### src/rtl/signal_generator_pkg.sv
// Shared types, limits and helpers for the signal generator and its BCD converter.
package signal_generator_pkg;

  typedef enum logic [0:0] {
    StRun,
    StConvert
  } state_e;

  localparam int unsigned MAX_DIGIT   = 9;
  localparam int unsigned MAX_COUNT   = 99;
  localparam int unsigned INC_WIDTH   = 8;
  localparam int unsigned VALUE_WIDTH = $clog2(MAX_COUNT + 1);

  function automatic logic [3:0] clamp_digit(input logic [3:0] d);
    return (d > 4'(MAX_DIGIT)) ? 4'(MAX_DIGIT) : d;
  endfunction

endpackage

### src/rtl/signal_generator_if.sv
// Control/status bundle between a stimulus master and the signal generator.
interface signal_generator_if #(
  parameter int unsigned BITS = 12
) ();
  logic [3:0]      ten_count;
  logic [3:0]      unit_count;
  logic            load;
  logic [BITS-1:0] period;
  logic            period_load;
  logic            enable;
  logic            signal;
  logic            window;
  logic            busy;

  modport master (
    output ten_count, unit_count, load, period, period_load, enable,
    input  signal, window, busy
  );

  modport slave (
    input  ten_count, unit_count, load, period, period_load, enable,
    output signal, window, busy
  );
endinterface

### src/rtl/bcd_to_binary.sv
// Sequential two-digit BCD to binary: starts at the units digit, adds ten once per cycle.
module bcd_to_binary
  import signal_generator_pkg::*;
(
  input  logic                   clk_i,
  input  logic                   rst_ni,
  input  logic                   start_i,
  input  logic [3:0]             ten_i,
  input  logic [3:0]             unit_i,
  output logic                   busy_o,
  output logic                   done_o,
  output logic [VALUE_WIDTH-1:0] value_o
);

  logic                   busy_q;
  logic [3:0]             cnt_q;
  logic [VALUE_WIDTH-1:0] val_q;

  always_ff @(posedge clk_i or negedge rst_ni) begin
    if (!rst_ni) begin
      busy_q <= 1'b0;
      cnt_q  <= '0;
      val_q  <= '0;
    end else if (start_i) begin
      busy_q <= 1'b1;
      cnt_q  <= clamp_digit(ten_i);
      val_q  <= VALUE_WIDTH'(clamp_digit(unit_i));
    end else if (busy_q) begin
      if (cnt_q != 4'd0) begin
        cnt_q <= cnt_q - 1'b1;
        val_q <= val_q + VALUE_WIDTH'(10);
      end else begin
        busy_q <= 1'b0;
      end
    end
  end

  // Final busy cycle: the value is complete and the caller may act on it this cycle.
  assign done_o  = busy_q & (cnt_q == 4'd0);
  assign busy_o  = busy_q;
  assign value_o = val_q;

endmodule

### src/rtl/signal_generator.sv
// Square-wave source emitting N rising edges per window of P clocks via a phase accumulator.
module signal_generator
  import signal_generator_pkg::*;
#(
  parameter int unsigned UPDATE_PERIOD = 1200,
  parameter int unsigned BITS          = 12
) (
  input  logic              clk_i,
  input  logic              rst_ni,
  signal_generator_if.slave bus
);

  logic                   conv_busy;
  logic                   conv_done;
  logic [VALUE_WIDTH-1:0] conv_value;

  bcd_to_binary u_conv (
    .clk_i   (clk_i),
    .rst_ni  (rst_ni),
    .start_i (bus.load),
    .ten_i   (bus.ten_count),
    .unit_i  (bus.unit_count),
    .busy_o  (conv_busy),
    .done_o  (conv_done),
    .value_o (conv_value)
  );

  state_e                 state_q;
  logic [VALUE_WIDTH-1:0] target_q;
  logic [BITS:0]          acc_q;
  logic [BITS-1:0]        wcnt_q;
  logic [BITS-1:0]        period_q;
  logic [BITS-1:0]        staged_q;
  logic                   signal_q;
  logic                   window_q;
  logic                   active_q;

  logic [INC_WIDTH-1:0] inc;
  logic [BITS+1:0]      sum;
  logic [BITS+1:0]      sum_wrap;
  logic                 hit;
  logic                 last;
  logic                 unused_sum_msb;

  // One extra bit on the sum keeps the hit test exact even when inc >= P lets acc grow.
  always_comb begin
    inc            = {target_q, 1'b0};
    sum            = {1'b0, acc_q} + (BITS+2)'(inc);
    sum_wrap       = sum - (BITS+2)'(period_q);
    hit            = sum >= (BITS+2)'(period_q);
    last           = (wcnt_q == period_q - 1'b1);
    unused_sum_msb = sum[BITS+1] ^ sum_wrap[BITS+1];
  end

  always_ff @(posedge clk_i or negedge rst_ni) begin
    if (!rst_ni) begin
      state_q  <= StRun;
      target_q <= '0;
      acc_q    <= '0;
      wcnt_q   <= '0;
      period_q <= BITS'(UPDATE_PERIOD);
      staged_q <= BITS'(UPDATE_PERIOD);
      signal_q <= 1'b0;
      window_q <= 1'b0;
      active_q <= 1'b0;
    end else begin
      if (bus.period_load && (|bus.period[BITS-1:1])) staged_q <= bus.period;

      if (bus.load) begin
        state_q  <= StConvert;
        active_q <= 1'b0;
        wcnt_q   <= '0;
        acc_q    <= '0;
        signal_q <= 1'b0;
        window_q <= 1'b0;
      end else if (state_q == StConvert) begin
        if (conv_done) begin
          state_q  <= StRun;
          target_q <= conv_value;
          period_q <= staged_q;
          active_q <= bus.enable;
          window_q <= bus.enable;
        end
      end else if (!bus.enable) begin
        active_q <= 1'b0;
        wcnt_q   <= '0;
        acc_q    <= '0;
        signal_q <= 1'b0;
        window_q <= 1'b0;
      end else if (!active_q || last) begin
        // Window boundary: restart from a clean low phase with the staged period.
        active_q <= 1'b1;
        wcnt_q   <= '0;
        acc_q    <= '0;
        signal_q <= 1'b0;
        window_q <= 1'b1;
        period_q <= staged_q;
      end else begin
        wcnt_q   <= wcnt_q + 1'b1;
        window_q <= 1'b0;
        if (hit) begin
          acc_q    <= sum_wrap[BITS:0];
          signal_q <= ~signal_q;
        end else begin
          acc_q <= sum[BITS:0];
        end
      end
    end
  end

  assign bus.signal = signal_q;
  assign bus.window = window_q;
  assign bus.busy   = conv_busy;

endmodule

### src/flat_wrapper.sv
// flat-port wrapper written by rule: the top's interface ports become plain ports
module signal_generator_flat import signal_generator_pkg::*;
#(
  parameter int unsigned UPDATE_PERIOD = 1200,
  parameter int unsigned BITS          = 12
)
  (clk_i, rst_ni, bus_ten_count, bus_unit_count, bus_load, bus_period, bus_period_load, bus_enable, bus_signal, bus_window, bus_busy);
  signal_generator_if #(.BITS(BITS)) bus_i ();
  input  logic clk_i;
  input  logic rst_ni;
  input wire logic [$bits(bus_i.ten_count)-1:0] bus_ten_count;
  input wire logic [$bits(bus_i.unit_count)-1:0] bus_unit_count;
  input wire logic [$bits(bus_i.load)-1:0] bus_load;
  input wire logic [$bits(bus_i.period)-1:0] bus_period;
  input wire logic [$bits(bus_i.period_load)-1:0] bus_period_load;
  input wire logic [$bits(bus_i.enable)-1:0] bus_enable;
  output wire logic [$bits(bus_i.signal)-1:0] bus_signal;
  output wire logic [$bits(bus_i.window)-1:0] bus_window;
  output wire logic [$bits(bus_i.busy)-1:0] bus_busy;
  assign bus_i.ten_count = bus_ten_count;
  assign bus_i.unit_count = bus_unit_count;
  assign bus_i.load = bus_load;
  assign bus_i.period = bus_period;
  assign bus_i.period_load = bus_period_load;
  assign bus_i.enable = bus_enable;
  assign bus_signal = bus_i.signal;
  assign bus_window = bus_i.window;
  assign bus_busy = bus_i.busy;
  signal_generator #(.UPDATE_PERIOD(UPDATE_PERIOD), .BITS(BITS)) u_core (.clk_i(clk_i), .rst_ni(rst_ni), .bus(bus_i));
endmodule
### config.mk
export PLATFORM = sky130hd
export DESIGN_NAME = signal_generator_flat
export DESIGN_NICKNAME = d
export VERILOG_FILES = /design/src/rtl/signal_generator_pkg.sv /design/src/rtl/signal_generator_if.sv /design/src/rtl/bcd_to_binary.sv /design/src/rtl/signal_generator.sv /design/src/flat_wrapper.sv
export SDC_FILE = /design/constraint.sdc
export NUM_CORES = 1
export LEC_CHECK = 0
export CAP_MARGIN = 0
export CORE_MARGIN = 8
export CORE_UTILIZATION = 30
export CTS_CLUSTER_DIAMETER = 120
export DETAILED_ROUTE_END_ITERATION = 16
export DONT_BUFFER_PORTS = 1
export GPL_TIMING_DRIVEN = 0
export MAX_ROUTING_LAYER = met4
export PLACE_DENSITY_LB_ADDON = 0.3
export SLEW_MARGIN = 20
export SYNTH_ARGS = -nofsm -noshare
export SYNTH_HDL_FRONTEND = slang
export SYNTH_HIERARCHICAL = 1
export SYNTH_SLANG_ARGS = --single-unit
### constraint.sdc
create_clock -name clk_i -period 8.45 [get_ports clk_i]
set_input_delay 1.69 -clock clk_i [delete_from_list [all_inputs] [get_ports clk_i]]
set_output_delay 1.69 -clock clk_i [all_outputs]
set_load 0.005 [all_outputs]
==> impl_metrics.env <==
export IMPL_rr_endpoint="u_core/acc_q[8]$_DFFE_PN0P_"
export IMPL_final_hold_violation_count=0
export IMPL_r2r_slack_ns=3.98
export IMPL_yosysTopAreaCell="dfrtp_1"
export IMPL_path_buf_inv=1
export IMPL_synth_area_per_cell_um2=9.70
export IMPL_fin_setup_tns_ns=0
export IMPL_ys_flop_type="dfrtp_1"
export IMPL_reg2reg_from="u_core/target_q[0]$_DFFE_PN0P_"
export IMPL_pwr_density_cell_mw_per_mm2=293
export IMPL_cp_slowest_cell="nor3_2"
export IMPL_post_cts_resized=0
export IMPL_drt_total_wl_mm=10.5
export IMPL_rr_worst_depth=16
export IMPL_start_util=0.304
export IMPL_clk_latency_ns=0.34
export IMPL_cts_hold_buf=0
export IMPL_dieWidth_um=139
export IMPL_grt_max_degree=73
export IMPL_status="finished, final reports clean"
export IMPL_vias_per_cell=5.13
export IMPL_hold_path_depth=2
export IMPL_cts_root_buf="clkbuf_16"
export IMPL_grt_usage=0.114
export IMPL_place_ws_ns=4.05
export IMPL_finalSetupViolCount=0
export IMPL_yosys_warnings=6
export IMPL_seq_area_frac_synth=0.397
export IMPL_crit_arrival_ns=4.68
export IMPL_netlist_instances=471
export IMPL_synth_top_area_frac=0.351
export IMPL_core_mm2=0.0150
export IMPL_post_drt_wl_per_cell_um=15.5
export IMPL_antenna_found_initial=0
export IMPL_clock_path_buffers=2
export IMPL_fp_row_count=45
export IMPL_worstPathCellList="ha_1, fa_1, a21oi_1, o21ai_0, o21a_1, nor2_1, xnor2_1, ha_1, or2_2, a21oi_1, a211oi_1, a211o_1, nor3_2, buf_4, mux2i_1, o22ai_1"
export IMPL_grt_first_pass_wirelength_mm=17.5
export IMPL_first_global_vias=3469
export IMPL_synthTopCellsByArea="dfrtp_1 (35%), mux2_2 (7.9%), ha_1 (6.6%)"
export IMPL_ant_nets=0
export IMPL_worstPathMaxFanout=10
export IMPL_dieArea_mm2=0.0194
export IMPL_slowest_delay_ns=0.48
export IMPL_finalWorstSetupSlack_ns=3.98
export IMPL_cts_buffers=9
export IMPL_post_cts_buffers=0
export IMPL_num_vias=3463
export IMPL_ys_ff_latch=72
export IMPL_crit_required_ns=8.66
export IMPL_async_flop_share=1.00
export IMPL_cap_violations=0
export IMPL_die_h_um=139
export IMPL_report_final_slew_viol_count=0
export IMPL_crit_type="reg -> reg"
export IMPL_port_buffers=0
export IMPL_gp_congestion=0.804
export IMPL_tritoncts="done"
export IMPL_min_period_ns=4.47
export IMPL_start_kind="flip-flop"
export IMPL_tightest_slew_ns=0.827
export IMPL_clock_skew_ns=0.00793
export IMPL_finalCritPeriodShare=0.529
export IMPL_hold_path_end="u_core/acc_q[4]$_DFFE_PN0P_"
export IMPL_layout_nets=533
export IMPL_ir_drop_mv=0.161
export IMPL_p_leak_nw=2.27
export IMPL_cp_top_family="compound AO/OA/AOI/OAI gates"
export IMPL_synth_common_cells="dfrtp_1 (64), nand2_1 (41), mux2_2 (32), nor2_1 (30), o21ai_0 (28)"
export IMPL_first_pass_iters=4
export IMPL_fmax_mhz=224
export IMPL_synth_edff_count=0
export IMPL_ys_types=58
export IMPL_synthToLayoutAreaGrowth_pct=12.2
export IMPL_drive_gt1_frac=0.152
export IMPL_synth_most_common_cell="dfrtp_1"
export IMPL_holdWs_ns=0.487
export IMPL_n_antenna_cell=0
export IMPL_synth_area_mm2=0.00457
export IMPL_clk_pin_slew_ns=0.06
export IMPL_grt_overflow_total=0
export IMPL_post_dp_hpwl_mm=7.95
export IMPL_holdCritPathClass="reg -> reg"
export IMPL_boundaryPins=28
export IMPL_rsz0062_at_grt="false"
export IMPL_min_delay_start="u_core/acc_q[4]$_DFFE_PN0P_"
export IMPL_cts_sinks=72
export IMPL_htree_levels=3
export IMPL_syn_nets=522
export IMPL_remaining_drc_errors=0
export IMPL_dr_first_iter_drc_count=228
export IMPL_cp_end_kind="flip-flop"
export IMPL_post_route_util=0.341
export IMPL_maxSlewHeadroom=0.444
[cell usage in the layout (no fill, tap or decap), types with 6 or more instances in the layout]
| cell | count |
|---|---|
| dfrtp_1 | 64 |
| nand2_1 | 41 |
| mux2_2 | 32 |
| nor2_1 | 30 |
| o21ai_0 | 28 |
| inv_1 | 26 |
| ha_1 | 24 |
| xnor2_1 | 21 |
| a21oi_1 | 19 |
| mux2i_1 | 16 |
| nor2b_1 | 14 |
| xor2_1 | 11 |
| a31oi_1 | 10 |
| nand3_1 | 10 |
| clkbuf_16 | 9 |
| nor3_1 | 8 |
| dfstp_2 | 8 |
| nand2b_1 | 7 |
| clkbuf_1 | 7 |
| nand4_1 | 6 |
| nor4_1 | 6 |
[layout make-up]
class	count	area, µm²
well taps	188	235
plain buffers	13	67.6
multi-input cells	359	2590
inverters	27	101
fillers	1502	9910
clock inverters	7	95.1
clock buffers	9	225
flip-flops and latches	72	1810
[flip-flops by register name, summed over array words and instances (netlist names)]
register and cells:
u_core/active_q 1, u_core/staged_q 12, u_core/period_q 12, u_core/u_conv/busy_o 1, u_core/state_q 1, u_core/acc_q 13
u_core/wcnt_q 12, u_core/bus.window 1, u_core/u_conv/cnt_q 4, u_core/bus.signal 1, u_core/target_q 7, u_core/u_conv/value_o 7
[power breakdown]
part | internal [mW] | switching [mW] | total [mW]
Sequential | 0.419 | 0.0876 | 0.507
Combinational | 0.281 | 0.307 | 0.588
Clock | 0.259 | 0.149 | 0.408
[metrics by stage]
stage | power [mW] | instances | area (µm²)
after floorplan | 0.966 | 471 | 4570
after global placement | 1.09 | 659 | 4800
after detailed placement | 1.10 | 659 | 4800
after CTS | 1.52 | 675 | 5120
after global routing | 1.62 | 675 | 5120
final | 1.50 | 675 | 5120
[logic make-up (layout without fill, tap and decap cells)]
kind of cell | Yosys count | after routing | synth area share
and+or+nand+nor | 155 | 155 | 0.180
AOI/OAI and AO/OA | 98 | 98 | 0.137
DFF | 72 | 72 | 0.397
muxes | 48 | 48 | 0.114
buffers and inverters | 40 | 56 | 0.0370
xor gates and xnor gates | 32 | 32 | 0.0614
adders and majority gates | 26 | 26 | 0.0745
[worst max-delay path by stage]
stage / startpoint / endpoint / slack (ns) / depth (start not counted)
floorplan: u_core/target_q[0]$_DFFE_PN0P_ / u_core/acc_q[8]$_DFFE_PN0P_ / 4.67 / 16
finish: u_core/target_q[0]$_DFFE_PN0P_ / u_core/acc_q[8]$_DFFE_PN0P_ / 3.98 / 16
global route: u_core/target_q[0]$_DFFE_PN0P_ / u_core/acc_q[8]$_DFFE_PN0P_ / 3.67 / 16
CTS: u_core/target_q[0]$_DFFE_PN0P_ / u_core/acc_q[9]$_DFFE_PN0P_ / 4.01 / 16
global placement: u_core/target_q[0]$_DFFE_PN0P_ / u_core/acc_q[2]$_DFFE_PN0P_ / 4.04 / 16
detailed placement: u_core/target_q[0]$_DFFE_PN0P_ / u_core/acc_q[9]$_DFFE_PN0P_ / 4.05 / 16
[worst min-delay path, cell delays in order (launching register included)]
cell     delay [ns]
dfrtp_1        0.34
nand2_1        0.05
o21ai_0        0.06
[layer usage]
metal  routed length, µm  up-vias  global-route usage  share of wire
li1                    -     1716                   -              -
met1                4930     1671               0.139           0.47
met2                4790       68               0.177           0.46
met3                 585        8              0.0352          0.056
met4                 150        0              0.0376          0.014
met5                   0        -                   -              0
Power figures use the tool's default switching activity.
